### src/rtl/maverickOne_pkg.sv
// Shared types for the maverickOne dispatch stage: decoded instruction layout,
// execution-unit selector and the dispatcher FSM encoding.
package maverickOne_pkg;

  localparam int unsigned NUM_EXU  = 4;
  localparam int unsigned NUM_REGS = 32;
  localparam int unsigned EXU_W    = $clog2(NUM_EXU);
  localparam int unsigned REG_W    = $clog2(NUM_REGS);

  typedef logic [EXU_W-1:0] exu_sel_t;
  typedef logic [REG_W-1:0] reg_idx_t;

  typedef struct packed {
    logic rd_we;
    logic rs1_re;
    logic rs2_re;
  } reg_req_t;

  typedef struct packed {
    logic [15:0] payload;
    reg_idx_t    rd;
    reg_req_t    reg_req;
    logic        blocking;
    exu_sel_t    exu;
  } decoded_instr_t;

  typedef enum logic [1:0] {
    RUN         = 2'd0,
    DRAIN       = 2'd1,
    BLOCK_ISSUE = 2'd2,
    WAIT_BLK    = 2'd3
  } dispatch_state_e;

  // x0 is hard-wired, so writing it never needs a scoreboard lock.
  function automatic logic writes_rd(input decoded_instr_t i);
    return i.reg_req.rd_we && (i.rd != '0);
  endfunction

endpackage

### src/rtl/exu_credit_counter.sv
// Outstanding-instruction credit pool for one execution unit; starts full,
// take_i spends a credit, give_i returns one, clear_i refills and drops give_i.
module exu_credit_counter #(
  parameter int unsigned CREDITS = 2
) (
  input  logic clk_i,
  input  logic arst_ni,
  input  logic take_i,
  input  logic give_i,
  input  logic clear_i,
  output logic avail_o,
  output logic full_o
);

  localparam int unsigned CW = $clog2(CREDITS + 1);
  localparam logic [CW-1:0] FULL = CW'(CREDITS);

  logic [CW-1:0] count_q, count_d;

  always_comb begin
    count_d = count_q;
    if (clear_i) begin
      count_d = FULL;
    end else if (take_i && !give_i && count_q != '0) begin
      count_d = count_q - 1'b1;
    end else if (give_i && !take_i && count_q != FULL) begin
      count_d = count_q + 1'b1;
    end
  end

  always_ff @(posedge clk_i or negedge arst_ni) begin
    if (!arst_ni) count_q <= FULL;
    else          count_q <= count_d;
  end

  assign avail_o = (count_q != '0);
  assign full_o  = (count_q == FULL);

  // The count saturates; these flag a protocol bug upstream or downstream.
  a_no_underflow: assert property (@(posedge clk_i) disable iff (!arst_ni)
    (take_i && !give_i && !clear_i) |-> (count_q != '0));
  a_no_overflow: assert property (@(posedge clk_i) disable iff (!arst_ni)
    (give_i && !take_i && !clear_i) |-> (count_q != FULL));

endmodule

### src/rtl/instr_dispatcher.sv
// Routes launched instructions to NEXU units with per-unit credits and serialises
// blocking instructions. `INSTR_DISPATCHER_PERF_EN adds stall counters.
module instr_dispatcher
  import maverickOne_pkg::*;
#(
  parameter  int unsigned NEXU    = NUM_EXU,
  parameter  int unsigned CREDITS = 2,
  localparam int unsigned NR      = NUM_REGS
) (
  input  logic                      clk_i,
  input  logic                      arst_ni,
  input  logic                      clear_i,
  input  decoded_instr_t            instr_in_i,
  input  logic                      instr_in_valid_i,
  output logic                      instr_in_ready_o,
  output decoded_instr_t [NEXU-1:0] exu_instr_o,
  output logic [NEXU-1:0]           exu_valid_o,
  input  logic [NEXU-1:0]           exu_ready_i,
  input  logic [NEXU-1:0]           exu_done_i,
  output logic [$clog2(NR)-1:0]     lock_rd_o,
  output logic                      lock_valid_o,
  output logic                      idle_o
`ifdef INSTR_DISPATCHER_PERF_EN
  ,
  output logic [31:0]               stall_credit_o,
  output logic [31:0]               stall_block_o
`endif
);

  // Handshake: a transfer happens on a rising edge where valid & ready are both
  // high; valid never waits on ready, and data is held stable while valid & !ready.

  exu_sel_t                  t;
  logic                      t_legal, tgt_ok, all_drained, in_hs;
  logic [NEXU-1:0]           slot_valid_q, slot_valid_d, slot_free, avail, full, take;
  decoded_instr_t [NEXU-1:0] slot_instr_q, slot_instr_d;
  dispatch_state_e           state_q, state_d;
  exu_sel_t                  blk_exu_q, blk_exu_d;
  logic                      idle_q, idle_d;

  assign t = instr_in_i.exu;

  if (NEXU >= (1 << EXU_W)) begin : g_all_legal
    assign t_legal = 1'b1;
  end else begin : g_range_chk
    assign t_legal = (t < EXU_W'(NEXU));
  end

  assign slot_free   = ~slot_valid_q | exu_ready_i;
  assign all_drained = (&full) & ~(|slot_valid_q);
  // Illegal targets are always accepted so they cannot wedge the launcher.
  assign tgt_ok      = t_legal ? (slot_free[t] & avail[t]) : 1'b1;

  always_comb begin
    state_d          = state_q;
    blk_exu_d        = blk_exu_q;
    instr_in_ready_o = 1'b0;
    unique case (state_q)
      RUN: begin
        instr_in_ready_o = tgt_ok & ~instr_in_i.blocking;
        if (instr_in_valid_i && instr_in_i.blocking) state_d = DRAIN;
      end
      DRAIN: begin
        if (all_drained) state_d = BLOCK_ISSUE;
      end
      BLOCK_ISSUE: begin
        instr_in_ready_o = all_drained;
        if (instr_in_valid_i && all_drained) begin
          blk_exu_d = t;
          state_d   = t_legal ? WAIT_BLK : RUN;
        end
      end
      WAIT_BLK: begin
        if (exu_done_i[blk_exu_q]) state_d = RUN;
      end
      default: state_d = RUN;
    endcase
    if (clear_i) begin
      instr_in_ready_o = 1'b0;
      state_d          = RUN;
    end
  end

  assign in_hs = instr_in_valid_i & instr_in_ready_o;

  always_comb begin
    slot_valid_d = slot_valid_q;
    slot_instr_d = slot_instr_q;
    take         = '0;
    for (int u = 0; u < NEXU; u++) begin
      if (slot_valid_q[u] && exu_ready_i[u]) slot_valid_d[u] = 1'b0;
      if (in_hs && t_legal && (t == exu_sel_t'(u))) begin
        take[u]         = 1'b1;
        slot_valid_d[u] = 1'b1;
        slot_instr_d[u] = instr_in_i;
      end
    end
    if (clear_i) slot_valid_d = '0;
  end

  assign idle_d = all_drained & (state_q == RUN);

  always_ff @(posedge clk_i or negedge arst_ni) begin
    if (!arst_ni) begin
      state_q      <= RUN;
      blk_exu_q    <= '0;
      slot_valid_q <= '0;
      slot_instr_q <= '0;
      idle_q       <= 1'b1;
    end else begin
      state_q      <= state_d;
      blk_exu_q    <= blk_exu_d;
      slot_valid_q <= slot_valid_d;
      slot_instr_q <= slot_instr_d;
      idle_q       <= idle_d;
    end
  end

  for (genvar u = 0; u < NEXU; u++) begin : g_credit
    exu_credit_counter #(.CREDITS(CREDITS)) u_credit (
      .clk_i   (clk_i),
      .arst_ni (arst_ni),
      .take_i  (take[u]),
      .give_i  (exu_done_i[u]),
      .clear_i (clear_i),
      .avail_o (avail[u]),
      .full_o  (full[u])
    );
  end

  assign exu_instr_o  = slot_instr_q;
  assign exu_valid_o  = slot_valid_q;
  assign idle_o       = idle_q;
  assign lock_rd_o    = instr_in_i.rd;
  assign lock_valid_o = in_hs & writes_rd(instr_in_i);

  a_legal_target: assert property (@(posedge clk_i) disable iff (!arst_ni)
    in_hs |-> t_legal);

`ifdef INSTR_DISPATCHER_PERF_EN
  logic [31:0] stall_credit_q, stall_credit_d, stall_block_q, stall_block_d;

  always_comb begin
    stall_credit_d = stall_credit_q + 32'(instr_in_valid_i && (state_q == RUN) &&
                     !instr_in_i.blocking && t_legal && !avail[t]);
    stall_block_d  = stall_block_q + 32'((state_q == DRAIN) || (state_q == WAIT_BLK));
    if (clear_i) begin
      stall_credit_d = '0;
      stall_block_d  = '0;
    end
  end

  always_ff @(posedge clk_i or negedge arst_ni) begin
    if (!arst_ni) begin
      stall_credit_q <= '0;
      stall_block_q  <= '0;
    end else begin
      stall_credit_q <= stall_credit_d;
      stall_block_q  <= stall_block_d;
    end
  end

  assign stall_credit_o = stall_credit_q;
  assign stall_block_o  = stall_block_q;
`endif

endmodule

### config.mk
export PLATFORM = sky130hd
export DESIGN_NAME = instr_dispatcher
export DESIGN_NICKNAME = d
export VERILOG_FILES = /design/src/rtl/maverickOne_pkg.sv /design/src/rtl/exu_credit_counter.sv /design/src/rtl/instr_dispatcher.sv
export SDC_FILE = /design/constraint.sdc
export NUM_CORES = 1
export LEC_CHECK = 0
export ABC_AREA = 1
export BUFFER_PORTS_ARGS = -buffer_cell sky130_fd_sc_hd__buf_4
export CAP_MARGIN = 15
export CORE_MARGIN = 5
export CORE_UTILIZATION = 40
export DETAILED_ROUTE_END_ITERATION = 10
export PLACE_DENSITY = 0.7
export RECOVER_POWER = 25
export SYNTH_ARGS = -nofsm -noshare
export SYNTH_HDL_FRONTEND = slang
export SYNTH_SLANG_ARGS = --single-unit
### constraint.sdc
create_clock -name clk_i -period 1.65 [get_ports clk_i]
set_input_delay 0.33 -clock clk_i [delete_from_list [all_inputs] [get_ports clk_i]]
set_output_delay 0.33 -clock clk_i [all_outputs]
set_load 0.02 [all_outputs]
==> results.cfg <==
[outcome]
status = finished, violations left
violations = negative setup slack

[worst_setup_path]
worstPathArrival_ns = 1.99
reg2reg_depth = 15
reg2reg_from = g_credit[3].u_credit.count_q[1]$_DFFE_PN1P_
reg2reg_to = g_credit[3].u_credit.count_q[0]$_DFFE_PN0P_
worst_setup_path_end_kind = output pin
path_max_fanout = 3
startpoint_type = register
crit_type = register to output pin
required_ns = 1.32
ff2ff_setup_slack_ns = -0.58

[drt]
num_vias = 5291
drc = 0
drt_iter0_markers = 457
vias_per_cell = 4.95
drtAntennaViolNets = 0
firstDrtPassIters = 5
wl_per_cell_um = 17.1
wl_um = 18300

[finish]
insertedDiodeCount = 0
nNetsFinal = 923
n_fill_cell = 1062
layout.cells.non_filler = 1069
drive_gt1_share_pct = 39.0
stdcell_area_mm2 = 0.00849
syn_to_final_growth_pct = 60.3
post-route-util_pct = 64.7

[timing]
hold_viol_final = 0
rsz0062_at_grt = yes
min_period_ns = 2.32
relSlewSlack_pct = 59.0
finalWorstSetupSlack_ns = -0.666
period_share_pct = 140
hold_slack_ns = 0.140
setup_viol = 124
max_slew.worst_pin.slew_ns = 0.614
timing.fmax_mhz = 432
slew_violations = 0
fin_skew_ns = 0.00992

[clock_tree]
ctsLongestPathBuffers = 2
htree_levels = 4
clk_pin_slew_worst_paths_ns = 0.06
cts_tree = built
cts_made_buffers = 17
root_buffer = clkbuf_16
clock_sinks = 125
clk-insertion-delay-late_ns = 0.41

[yosys]
synth_edf_count = 0
synth_top_family_by_area = simple AND/OR/NAND/NOR gates
yosys.area_share.adder_pct = 0.944
synth_mux_area_share_pct = 0
ys_async_sr_fraction_pct = 100
synth-xor-area-share_pct = 0.165
synthTopCellsByArea = dfrtp_1, nand2_1, dfstp_2
syn_inst = 629
synth.distinct_cells = 29
synth_most_common_cell = nand2_1
synth-simple-area-share_pct = 31.3
netlist_area_mm2 = 0.00530
ys_ff_latch = 125
ys.warnings.count = 0
syn_nets = 672
synth_top_area_share_pct = 56.7
avgSynthCellArea_um2 = 8.43
synthTopCellsByCount = nand2_1, dfrtp_1, inv_1
synth_compound_area_share_pct = 2.88
ys.flop_type = dfrtp_1
yosysTopAreaCell = dfrtp_1
synth_seq_area_share_pct = 59.1

[power_and_ir_drop]
p_per_area_mw_per_mm2 = 1680
peakVddDrop_mv = 0.886
p_leak_nw = 4.66

[floorplan]
die_h_um = 125
initial_core_util_pct = 40.3
die_width_um = 125
die-area_mm2 = 0.0157
num_rows = 42
io_pins = 159
coreArea_mm2 = 0.0131

[global_routing]
antenna_found_initial = 0
grt_first_pass_wirelength_um = 28700
grt_pass1_vias = 5423
grt_max_degree = 58
gr-total-overflow = 0
grt_usage_pct = 23.1

[placed_design]
numPortBuffers = 158
dp_cells = 982
placed_cell_area_mm2 = 0.00709
dp_hpwl_um = 11400
gp_congestion = 0.925
dpl_worst_slack_ns = -0.374

[run]
maxCapViolCount = 0

[worst_hold_path]
min_path_type = input port to register
hold_end = exu_instr_o[25]$_DFFE_PN0P_
min_from = instr_in_i[25]
min_path_cells = 3
==> per-layer routing <==
metal	wire, um	part of all wire, %	vias to the layer above	track usage [%]
met4	391	2.1	0	8.35
met5	0	0	-	0
li1	-	-	2446	-
met1	7250	40	2569	27.8
met2	9380	51	233	40.1
met3	1250	6.8	43	5.88
==> worst max-delay path: stages (launching register included) <==
cell and delay [ns]:
dfstp_2 0.56, nor2_1 0.07, nand2_1 0.09, nand3_1 0.08, nor2_1 0.15, nand2_2 0.10
a21oi_4 0.19, nand3_2 0.10, a21oi_4 0.12, buf_6 0.13
==> logic make-up after synthesis <==
| logic type | count (synthesis) |
|---|---|
| and+or+nand+nor | 406 |
| DFF | 125 |
| adders and majority gates | 4 |
| buffers and inverters | 65 |
| AOI/OAI and AO/OA | 28 |
| xor gates and xnor gates | 1 |
==> where the power goes <==
part	switching [mW]	leakage, nW	total, mW	internal (mW)
clock network	1.39	0.294	3.81	2.42
registers	0.732	1.61	4.90	4.17
logic	3.07	2.76	5.56	2.50
==> cells in the final DEF, fill, tap and decap left out, drive strengths merged, types with 5 or more instances in the layout <==
cell type	count
clkbuf	26
nand2	343
o21ai	16
a21oi	7
nand4	12
nor2	25
clkinv	6
inv	38
buf	252
dfrtp	120
dfstp	5
nand3	20
==> cell type report <==
type / instances / area, um^2 / share of cell area (%)
Timing Repair Buffer: 261 / 2330 / 27.5
Tap cell: 176 / 220 / 2.59
Sequential cell: 125 / 3130 / 36.9
Clock inverter: 13 / 164 / 1.93
Clock buffer: 19 / 443 / 5.21
Multi-Input combinational cell: 439 / 2060 / 24.3
Inverter: 36 / 135 / 1.59
==> repair_timing <==
action | 4_1_cts | 5_1_grt
gates cloned | 8 | 1
resized for setup | 50 | 36
endpoints found under the setup margin | 124 | 124
hold buffers | 1 | 0
pin swaps | 19 | 23
endpoints found under the hold margin | 14 | 0
setup buffers | 39 | 11
==> sequential cells by signal, summed over array words and instances (netlist names) <==
| signal | count |
|---|---|
| exu_instr_o | 108 |
| g_credit.u_credit.count_q | 8 |
| exu_valid_o | 4 |
| blk_exu_q | 2 |
| state_q | 2 |
| idle_o | 1 |
==> stage by stage <==
step	total power, mW	TNS (ns)
after detailed placement	9.90	-37.97
after global placement	9.76	-28.09
after global routing	15.0	-76.50
after CTS	14.1	-49.85
final	14.3	-61.99
after floorplan	7.40	-12.50
==> worst max-delay path by stage <==
| stage | depth (start not counted) | to | startpoint |
|---|---|---|---|
| 2_1_floorplan | 10 | lock_valid_o | state_q[0]$_DFFE_PN0P_ |
| 3_3_place_gp | 10 | exu_instr_o[22]$_DFFE_PN0P_ | g_credit[2].u_credit.count_q[1]$_DFFE_PN1P_ |
| 3_5_place_dp | 10 | exu_instr_o[7]$_DFFE_PN0P_ | g_credit[3].u_credit.count_q[1]$_DFFE_PN1P_ |
| 4_1_cts | 9 | lock_valid_o | g_credit[2].u_credit.count_q[1]$_DFFE_PN1P_ |
| 5_1_grt | 9 | lock_valid_o | g_credit[3].u_credit.count_q[1]$_DFFE_PN1P_ |
| 6_report | 9 | lock_valid_o | g_credit[2].u_credit.count_q[1]$_DFFE_PN1P_ |
Power figures use the tool's default switching activity.
